<file path="src/rtl/mem_test_engine.sv">
// rtl/mem_test_engine.sv - write-all / read-compare memory test sequencer
// Define MEM_TEST_ERR_LOG_EN to keep the first-failure address/data capture.
module mem_test_engine #(
    parameter int ADDR_WIDTH   = 5,
    parameter int DATA_WIDTH   = 8,
    parameter int READ_LATENCY = 1
) (
    input  logic                  clk,
    input  logic                  rst_n,
    input  logic                  start,
    input  logic [1:0]            mode,
    output logic                  read,
    output logic                  write,
    output logic [ADDR_WIDTH-1:0] addr,
    output logic [DATA_WIDTH-1:0] data_in,
    input  logic [DATA_WIDTH-1:0] data_out,
    output logic                  busy,
    output logic                  done,
    output logic                  pass,
    output logic [ADDR_WIDTH:0]   err_count,
    output logic [ADDR_WIDTH-1:0] first_fail_addr,
    output logic [DATA_WIDTH-1:0] first_fail_data
);
    typedef enum logic [2:0] {IDLE, WRITE, READ, DRAIN, DONE} state_t;

    localparam logic [ADDR_WIDTH-1:0] LAST_ADDR = '1;

    state_t                  state;
    logic [1:0]              mode_q;
    logic [ADDR_WIDTH-1:0]   cnt;
    logic [2:0]              drain_cnt;
    logic [READ_LATENCY:0]   pipe_valid;
    logic [DATA_WIDTH-1:0]   pipe_exp [READ_LATENCY+1];
    logic                    accept;
    logic                    mismatch;
    logic [ADDR_WIDTH:0]     err_next;

    function automatic logic [DATA_WIDTH-1:0] pattern_of(input logic [ADDR_WIDTH-1:0] a,
                                                         input logic [1:0] m);
        logic [DATA_WIDTH-1:0] cb;
        for (int i = 0; i < DATA_WIDTH; i++) cb[i] = (i % 2 == 0);
        if (a[0]) cb = ~cb;
        case (m)
            2'd0:    return '0;
            2'd1:    return DATA_WIDTH'(a);
            2'd2:    return cb;
            default: return ~DATA_WIDTH'(a);
        endcase
    endfunction

    // The done cycle is already IDLE in the state register; a start there must not launch a test.
    assign accept   = (state == IDLE) && start && !done;
    assign mismatch = pipe_valid[READ_LATENCY] && (data_out !== pipe_exp[READ_LATENCY]);
    assign err_next = err_count + (ADDR_WIDTH+1)'(mismatch);

    // An entry is pushed on the edge that raises read; it matures one edge after the memory latency.
    always_ff @(posedge clk) begin
        pipe_exp[0] <= pattern_of(cnt, mode_q);
        for (int i = 1; i <= READ_LATENCY; i++) pipe_exp[i] <= pipe_exp[i-1];
    end

    always_ff @(posedge clk) begin
        if (!rst_n) begin
            state      <= IDLE;
            mode_q     <= 2'd0;
            cnt        <= '0;
            drain_cnt  <= 3'd0;
            pipe_valid <= '0;
            read       <= 1'b0;
            write      <= 1'b0;
            addr       <= '0;
            data_in    <= '0;
            busy       <= 1'b0;
            done       <= 1'b0;
            pass       <= 1'b0;
            err_count  <= '0;
        end else begin
            pipe_valid <= {pipe_valid[READ_LATENCY-1:0], state == READ};
            read       <= 1'b0;
            write      <= 1'b0;
            addr       <= '0;
            data_in    <= '0;
            done       <= 1'b0;
            busy       <= (state != IDLE);
            if (mismatch) err_count <= err_next;

            case (state)
                IDLE: begin
                    if (accept) begin
                        mode_q    <= mode;
                        err_count <= '0;
                        cnt       <= '0;
                        state     <= WRITE;
                    end
                end
                WRITE: begin
                    write   <= 1'b1;
                    addr    <= cnt;
                    data_in <= pattern_of(cnt, mode_q);
                    cnt     <= cnt + ADDR_WIDTH'(1);
                    if (cnt == LAST_ADDR) state <= READ;
                end
                READ: begin
                    read      <= 1'b1;
                    addr      <= cnt;
                    cnt       <= cnt + ADDR_WIDTH'(1);
                    drain_cnt <= 3'd0;
                    if (cnt == LAST_ADDR) state <= DRAIN;
                end
                DRAIN: begin
                    if (drain_cnt == 3'(READ_LATENCY - 1)) state <= DONE;
                    else drain_cnt <= drain_cnt + 3'd1;
                end
                DONE: begin
                    done  <= 1'b1;
                    pass  <= (err_next == '0);
                    state <= IDLE;
                end
                default: state <= IDLE;
            endcase
        end
    end

`ifdef MEM_TEST_ERR_LOG_EN
    logic [ADDR_WIDTH-1:0] pipe_addr [READ_LATENCY+1];

    always_ff @(posedge clk) begin
        pipe_addr[0] <= cnt;
        for (int i = 1; i <= READ_LATENCY; i++) pipe_addr[i] <= pipe_addr[i-1];
        if (!rst_n) begin
            first_fail_addr <= '0;
            first_fail_data <= '0;
        end else if (accept) begin
            first_fail_addr <= '0;
            first_fail_data <= '0;
        end else if (mismatch && err_count == '0) begin
            first_fail_addr <= pipe_addr[READ_LATENCY];
            first_fail_data <= data_out;
        end
    end
`else
    assign first_fail_addr = '0;
    assign first_fail_data = '0;
`endif

endmodule

</file>
<file path="config.mk">
export PLATFORM = sky130hd
export DESIGN_NAME = mem_test_engine
export DESIGN_NICKNAME = d
export VERILOG_FILES = /design/src/rtl/mem_test_engine.sv
export SDC_FILE = /design/constraint.sdc
export NUM_CORES = 1
export LEC_CHECK = 0
export BUFFER_PORTS_ARGS = -buffer_cell sky130_fd_sc_hd__buf_4
export CAP_MARGIN = 25
export CELL_PAD_IN_SITES_DETAIL_PLACEMENT = 1
export CELL_PAD_IN_SITES_GLOBAL_PLACEMENT = 2
export CORE_MARGIN = 1.5
export CORE_UTILIZATION = 30
export CTS_CLUSTER_DIAMETER = 30
export DETAILED_ROUTE_END_ITERATION = 16
export PLACE_DENSITY_LB_ADDON = 0.25
export SYNTH_ARGS = -nofsm -noshare
export SYNTH_HDL_FRONTEND = slang
export SYNTH_SLANG_ARGS = --single-unit
</file>
<file path="constraint.sdc">
create_clock -name clk -period 2.2 [get_ports clk]
set_clock_uncertainty 0.05 [all_clocks]
set_input_delay 0.22 -clock clk [delete_from_list [all_inputs] [get_ports clk]]
set_output_delay 0.22 -clock clk [all_outputs]
set_load 0.005 [all_outputs]
</file>
==> results of run 1 <==
cells in the mapped netlist (2+ instances only):
master / number / share of area [%]
nor2b_1: 11 / 3.1
a21boi_1: 2 / 0.67
and2_1: 10 / 2.8
nand3_1: 5 / 1.1
dfxtp_1: 51 / 46
ha_1: 6 / 3.4
o21ai_0: 5 / 1.1
o31ai_1: 2 / 0.67
a22oi_1: 2 / 0.67
inv_1: 5 / 0.84
xor2_1: 10 / 3.9
and3_1: 4 / 1.1
clkbuf_1: 4 / 0.67
xnor2_1: 6 / 2.4
a31oi_1: 2 / 0.56
nand4_1: 2 / 0.56
buf_4: 16 / 5.4
nor2_1: 7 / 1.2
a21oi_1: 9 / 2.0
inv_2: 2 / 0.34
nor4_4: 2 / 1.9
or3_4: 2 / 1.0
a21boi_0: 5 / 1.7
nand2_1: 23 / 3.9
mux2i_1: 7 / 3.1
nand2b_1: 5 / 1.4
buf_6: 2 / 1.0
nor3b_1: 2 / 0.67
nor3_1: 5 / 1.1
buf_2: 2 / 0.45
state kept, by name, summed over array words and instances (netlist names):
register / flops
addr: 5
busy: 1
cnt: 5
data_in: 7
done: 1
drain_cnt: 3
err_count: 6
mode_q: 2
pass: 1
pipe_exp: 14
pipe_valid: 2
state: 3
write: 1
where the power goes:
group | internal [uW] | switching [uW] | leakage, uW | total, uW
registers | 945 | 17.7 | 0.000413 | 963
logic | 59.3 | 67.8 | 0.000647 | 127
clock network | 345 | 319 | 0.0000587 | 664
metrics by stage:
stage / std cells / hold WS [ns] / power, uW / setup slack, ns / instance area (sq um)
CTS: 363 / 0.141 / 1790 / 0.133 / 2650
global placement: 355 / 0.263 / 1110 / 0.201 / 2540
finish: 363 / 0.149 / 1750 / 0.158 / 2650
global route: 363 / 0.150 / 1850 / 0.00115 / 2650
floorplan: 240 / 0.260 / 1080 / 0.276 / 2280
detailed placement: 355 / 0.263 / 1110 / 0.154 / 2540
cell families after synthesis:
kind of cell	count (synthesis)	share of synthesized area (%)
and+or+nand+nor	84	22.5
muxes	7	3.14
adders and majority gates	6	3.36
buffers and inverters	31	8.68
xor gates and xnor gates	17	7.50
DFF	51	45.7
AOI/OAI and AO/OA	31	8.96
other	1	0.168
worst max path at each step:
stage	startpoint	slack [ns]	to
2_1_floorplan	pipe_exp[0][13]	0.28	pass
3_3_place_gp	data_out[3]	0.20	pass
3_5_place_dp	data_out[3]	0.15	pass
4_1_cts	pipe_exp[0][11]	0.13	pass
5_1_grt	pipe_exp[0][13]	0.001	pass
6_report	pipe_exp[0][11]	0.16	pass
layer usage:
metal | GRT usage (%) | share of wire [%] | wire length, um | vias up
met5 | 0 | 0 | 0 | -
met4 | 4.62 | 0.98 | 42 | 0
met3 | 2.59 | 3.3 | 141 | 2
met2 | 19.3 | 48 | 2040 | 28
met1 | 15.0 | 48 | 2050 | 704
li1 | - | - | - | 800
final cells by class:
type                    count  area (sq um)  share of cell area, %
flip-flops and latches     51          1020                   38.5
repair buffers             40           300                   11.3
well taps                  99           124                   4.67
clock inverters             3          47.5                   1.79
clock buffers               5          68.8                   2.59
inverters                   7          26.3                  0.991
multi-input cells         158          1060                   40.1
worst register-to-register path: stages, from the launching register on:
cell      delay (ns)
dfxtp_1         0.32
xor2_1          0.18
nor4_4          0.35
a21boi_2        0.12
ha_1            0.21
ha_1            0.22
nor3_1          0.19
a31oi_1         0.06
o31ai_1         0.26
==> flow_metrics.env, run 1 <==
export IMPL_outcome="finished, final reports clean"
export IMPL_final_cell_mix="51 x dfxtp_1, 40 x buf_4, 23 x nand2_1"
export IMPL_synthesis_area_sq_mm=0.00223
export IMPL_clock_latency_ns=0.30
export IMPL_relSlewSlack_pct=62.1
export IMPL_fin_util_pct=36.8
export IMPL_rsz0062_at_grt="false"
export IMPL_power_per_cell_area_mw_per_mm2=661
export IMPL_synth_edf_count=0
export IMPL_cts_sinks=51
export IMPL_grt_util_all_layers_pct=11.7
export IMPL_setup_viol=0
export IMPL_cts_tree="done"
export IMPL_die_area_sq_mm=0.00798
export IMPL_post_drt_wl_per_cell_um=11.8
export IMPL_leakagePower_uw=0.00112
export IMPL_async_flop_share_pct=0
export IMPL_reg2reg_to="pass"
export IMPL_mostFrequentLayoutCell="dfxtp_1"
export IMPL_grt_pass1_wl_um=7160
export IMPL_r2r_slack_ns=0.16
export IMPL_min_period_ns=2.04
export IMPL_avgSynthCellArea_sq_um=9.80
export IMPL_hold_buffers=0
export IMPL_root_buffer="clkbuf_8"
export IMPL_post_cts_buffers=0
export IMPL_cts_resized=0
export IMPL_worstPathMaxFanout=4
export IMPL_worst_path_dominant_cell_family="simple AND/OR/NAND/NOR gates"
export IMPL_start_util_pct=31.0
export IMPL_grt_pass1_vias=1500
export IMPL_path_clk_slew_ns=0.09
export IMPL_num_rows=31
export IMPL_hpwl_um=3190
export IMPL_vias=1534
export IMPL_layout_drive_gt1_share_pct=22.3
export IMPL_fill_cells=870
export IMPL_yosysWarnings=0
export IMPL_drtAntennaViolNets=0
export IMPL_htreeDepth=2
export IMPL_cp_data_arrival_time_ns=2.20
export IMPL_tightest_slew_ns=0.568
export IMPL_hold_viol=0
export IMPL_io_pins=50
export IMPL_ys_seq_area_share_pct=45.7
export IMPL_drt_pass1_iterations=3
export IMPL_cts_buffers=5
export IMPL_holdPathEnd="mode_q[0]"
export IMPL_fin_crit_sh_pct=92.8
export IMPL_ys_seq_elements=51
export IMPL_synth_cell_types=42
export IMPL_routed_wirelength_um=4270
export IMPL_antennaDiodeCount=0
export IMPL_maxCapViolations=0
export IMPL_path_depth=8
export IMPL_critPathRequiredTime_ns=2.36
export IMPL_ir_drop_v=0.000247
export IMPL_critPathKind="flip-flop to flip-flop"
export IMPL_chipHeight_um=89.3
export IMPL_min_from="mode[0]"
export IMPL_drc=0
export IMPL_grt_max_degree=19
export IMPL_path_cells="xor2_1 > nor4_4 > a21boi_2 > ha_1 > ha_1 > nor3_1 > a31oi_1 > o31ai_1"
export IMPL_crit_path_frequent_cell="ha_1"
export IMPL_maxSlewViolCount=0
export IMPL_synth_main_ff_cell="dfxtp_1"
export IMPL_cts_buffer_depth=2
export IMPL_min_path_cells=3
export IMPL_rr_startpoint="pipe_exp[0][11]"
export IMPL_core_sq_mm=0.00721
export IMPL_antenna_found_initial=0
export IMPL_place_congestion=0.751
export IMPL_syn2layout_area_growth_pct=18.7
export IMPL_hold_class="primary input to flip-flop"
export IMPL_drt_iter0_markers=25
export IMPL_gr_total_overflow=0
export IMPL_cp_slowest_cell="nor4_4"
export IMPL_fin_nets=282
export IMPL_r2r_cells=8
export IMPL_end_kind="flip-flop"
export IMPL_vias_per_cell=4.23
export IMPL_port_buffers=36
export IMPL_syn_inst=228
export IMPL_crit_path_start_kind="flip-flop"
export IMPL_fp_dieW_um=89.3
export IMPL_setup_tns_ns=0
export IMPL_worst_path_buf_inv=0
export IMPL_maxClockFrequency_mhz=490
export IMPL_max_stage_delay_ns=0.35
(Power assumes the default switching activity.)
==> run 2: changes to the inputs <==
--- a/config.mk
+++ b/config.mk
@@ -10,10 +10,11 @@
 export CELL_PAD_IN_SITES_DETAIL_PLACEMENT = 1
 export CELL_PAD_IN_SITES_GLOBAL_PLACEMENT = 2
 export CORE_MARGIN = 1.5
-export CORE_UTILIZATION = 30
+export CORE_UTILIZATION = 33
 export CTS_CLUSTER_DIAMETER = 30
 export DETAILED_ROUTE_END_ITERATION = 16
 export PLACE_DENSITY_LB_ADDON = 0.25
+export RECOVER_POWER = 50
 export SYNTH_ARGS = -nofsm -noshare
 export SYNTH_HDL_FRONTEND = slang
 export SYNTH_SLANG_ARGS = --single-unit
==> flow_metrics.env, run 2 (synthesized netlist as in run 1, its figures left out) <==
export IMPL_outcome="finished, violations left"
export IMPL_violations="design-rule violations"
export IMPL_end_kind="flip-flop"
export IMPL_cts_resized=0
export IMPL_path_depth=8
export IMPL_drc=3
export IMPL_hpwl_um=3160
export IMPL_drt_iter0_markers=21
export IMPL_cp_slowest_cell="dfxtp_1"
export IMPL_vias=1530
export IMPL_place_area_sq_mm=0.00251
export IMPL_cts_sinks=51
export IMPL_maxSlewViolCount=0
export IMPL_largest_reg_flops=14
export IMPL_fin_crit_sh_pct=91.7
export IMPL_min_period_ns=2.02
export IMPL_p_seq_share_pct=59.2
export IMPL_chipHeight_um=85.3
export IMPL_gr_total_overflow=0
export IMPL_p_int_uw=1230
export IMPL_setup_viol=0
export IMPL_worstSetupEndpoint="pass"
export IMPL_critPathRequiredTime_ns=2.37
export IMPL_drt_pass1_iterations=10
export IMPL_r2r_slack_ns=0.18
export IMPL_crit_path_frequent_cell="ha_1"
export IMPL_p_switching_uw=397
export IMPL_post_drt_wl_per_cell_um=12.1
export IMPL_antennaDiodeCount=0
export IMPL_hold_buffers=0
export IMPL_antenna_found_initial=0
export IMPL_regMostFlops="pipe_exp"
export IMPL_root_buffer="clkbuf_8"
export IMPL_reg2reg_to="pass"
export IMPL_cp_data_arrival_time_ns=2.18
export IMPL_grt_max_degree=19
export IMPL_relSlewSlack_pct=57.7
export IMPL_max_stage_delay_ns=0.34
export IMPL_final_cell_mix="51 x dfxtp_1, 23 x nand2_1, 20 x clkbuf_4"
export IMPL_port_buffers=36
export IMPL_fill_cells=775
export IMPL_start_util_pct=34.6
export IMPL_grt_util_all_layers_pct=12.2
export IMPL_critPathKind="flip-flop to flip-flop"
export IMPL_top_regs="pipe_exp (14), data_in (7), err_count (6)"
export IMPL_p_sw_share_pct=24.4
export IMPL_rr_startpoint="pipe_exp[0][13]"
export IMPL_post_cts_buffers=0
export IMPL_vias_per_cell=4.49
export IMPL_fin_nets=282
export IMPL_fp_dieW_um=85.3
export IMPL_num_rows=29
export IMPL_power_share_clock_pct=33.2
export IMPL_io_pins=50
export IMPL_core_sq_mm=0.00646
export IMPL_place_congestion=0.736
export IMPL_worst_path_buf_inv=0
export IMPL_crit_path_start_kind="flip-flop"
export IMPL_die_area_sq_mm=0.00727
export IMPL_mostFrequentLayoutCell="dfxtp_1"
export IMPL_ir_drop_v=0.000272
export IMPL_timing_hold_ws_ns=0.149
export IMPL_r2r_cells=8
export IMPL_maxClockFrequency_mhz=496
export IMPL_worst_path_dominant_cell_family="simple AND/OR/NAND/NOR gates"
export IMPL_layout_drive_gt1_share_pct=21.6
export IMPL_maxCapViolations=0
export IMPL_path_clk_slew_ns=0.10
export IMPL_cts_tree="done"
export IMPL_htreeDepth=2
export IMPL_drtAntennaViolNets=0
export IMPL_crit_path_start="pipe_exp[0][13]"
export IMPL_routed_wirelength_um=4120
export IMPL_clock_latency_ns=0.30
export IMPL_rsz0062_at_grt="false"
export IMPL_cts_buffers=5
export IMPL_p_comb_share_pct=7.7
export IMPL_grt_pass1_wl_um=6980
export IMPL_tightest_slew_ns=0.629
export IMPL_syn2layout_area_growth_pct=15.7
export IMPL_stdcell_area_sq_mm=0.00259
export IMPL_hold_class="primary input to flip-flop"
export IMPL_setup_tns_ns=0
export IMPL_worstPathMaxFanout=4
export IMPL_hold_viol=0
export IMPL_path_cells="xor2_1 > nor4_4 > a21boi_2 > ha_1 > ha_1 > nor3_1 > a31oi_1 > o31ai_1"
export IMPL_leakagePower_uw=0.00108
export IMPL_grt_pass1_vias=1487
export IMPL_power_per_cell_area_mw_per_mm2=629
export IMPL_cts_buffer_depth=2
[run 2: changes by cell type in the layout (fill, tap and decap cells not counted)]
| cell | delta |
|---|---|
| and2_1 | -1 |
| and2_0 | +1 |
| nor3_4 | -1 |
| clkbuf_4 | +20 |
| bufinv_16 | -1 |
| buf_4 | -21 |
| clkinv_4 | -1 |
| nor3_1 | +1 |
| clkinvlp_4 | +2 |
| clkbuf_1 | +1 |
[run 2: worst min-delay path by stage]
| stage | startpoint | end | slack, ns | depth (start not counted) |
|---|---|---|---|---|
| finish | mode[1] | mode_q[1] | 0.15 | 3 |
| global route | mode[0] | mode_q[0] | 0.16 | 3 |
| CTS | mode[1] | mode_q[1] | 0.14 | 3 |
| detailed placement | pipe_exp[0][6] | pipe_exp[0][14] | 0.27 | 0 |
| floorplan | pipe_exp[0][2] | pipe_exp[0][10] | 0.26 | 0 |
| global placement | pipe_exp[0][7] | pipe_exp[0][13] | 0.26 | 0 |
[run 2: power by group through the flow]
stage	combinational (uW)	sequential (uW)	clock, uW
final	125	963	540
after global routing	142	967	609
after CTS	129	965	570
after detailed placement	129	987	0
after global placement	127	986	0
after floorplan	108	975	0
[run 2: tightest hold or removal path, cell delays in order]
cell and delay [ns]:
buf_4 0.11, nand3_1 0.05, a21boi_0 0.07
[run 2: per-stage QoR]
step / setup slack [ns] / utilization (%) / power (uW) / cells
final: 0.183 / 40.0 / 1630 / 341
after global routing: 0.0106 / 40.0 / 1720 / 341
after CTS: 0.157 / 40.3 / 1660 / 341
after detailed placement: 0.210 / 38.8 / 1120 / 333
after global placement: 0.245 / 38.8 / 1110 / 333
after floorplan: 0.276 / - / 1080 / 240
[run 2: area by class of cell]
class,instances,area [sq um],share of cell area [%]
clock inverters,3,23.8,0.919
multi-input cells,158,1050,40.7
repair buffers,40,297,11.5
inverters,7,26.3,1.02
well taps,77,96.3,3.73
flip-flops and latches,51,1020,39.5
clock buffers,5,68.8,2.66
[run 2: layer usage]
metal  track usage, %  wire length [um]  part of all wire [%]
met5                0                 0                     0
met4             3.96                44                   1.1
met3             2.82               152                   3.7
met2             20.0              1920                    46
met1             15.9              2010                    49
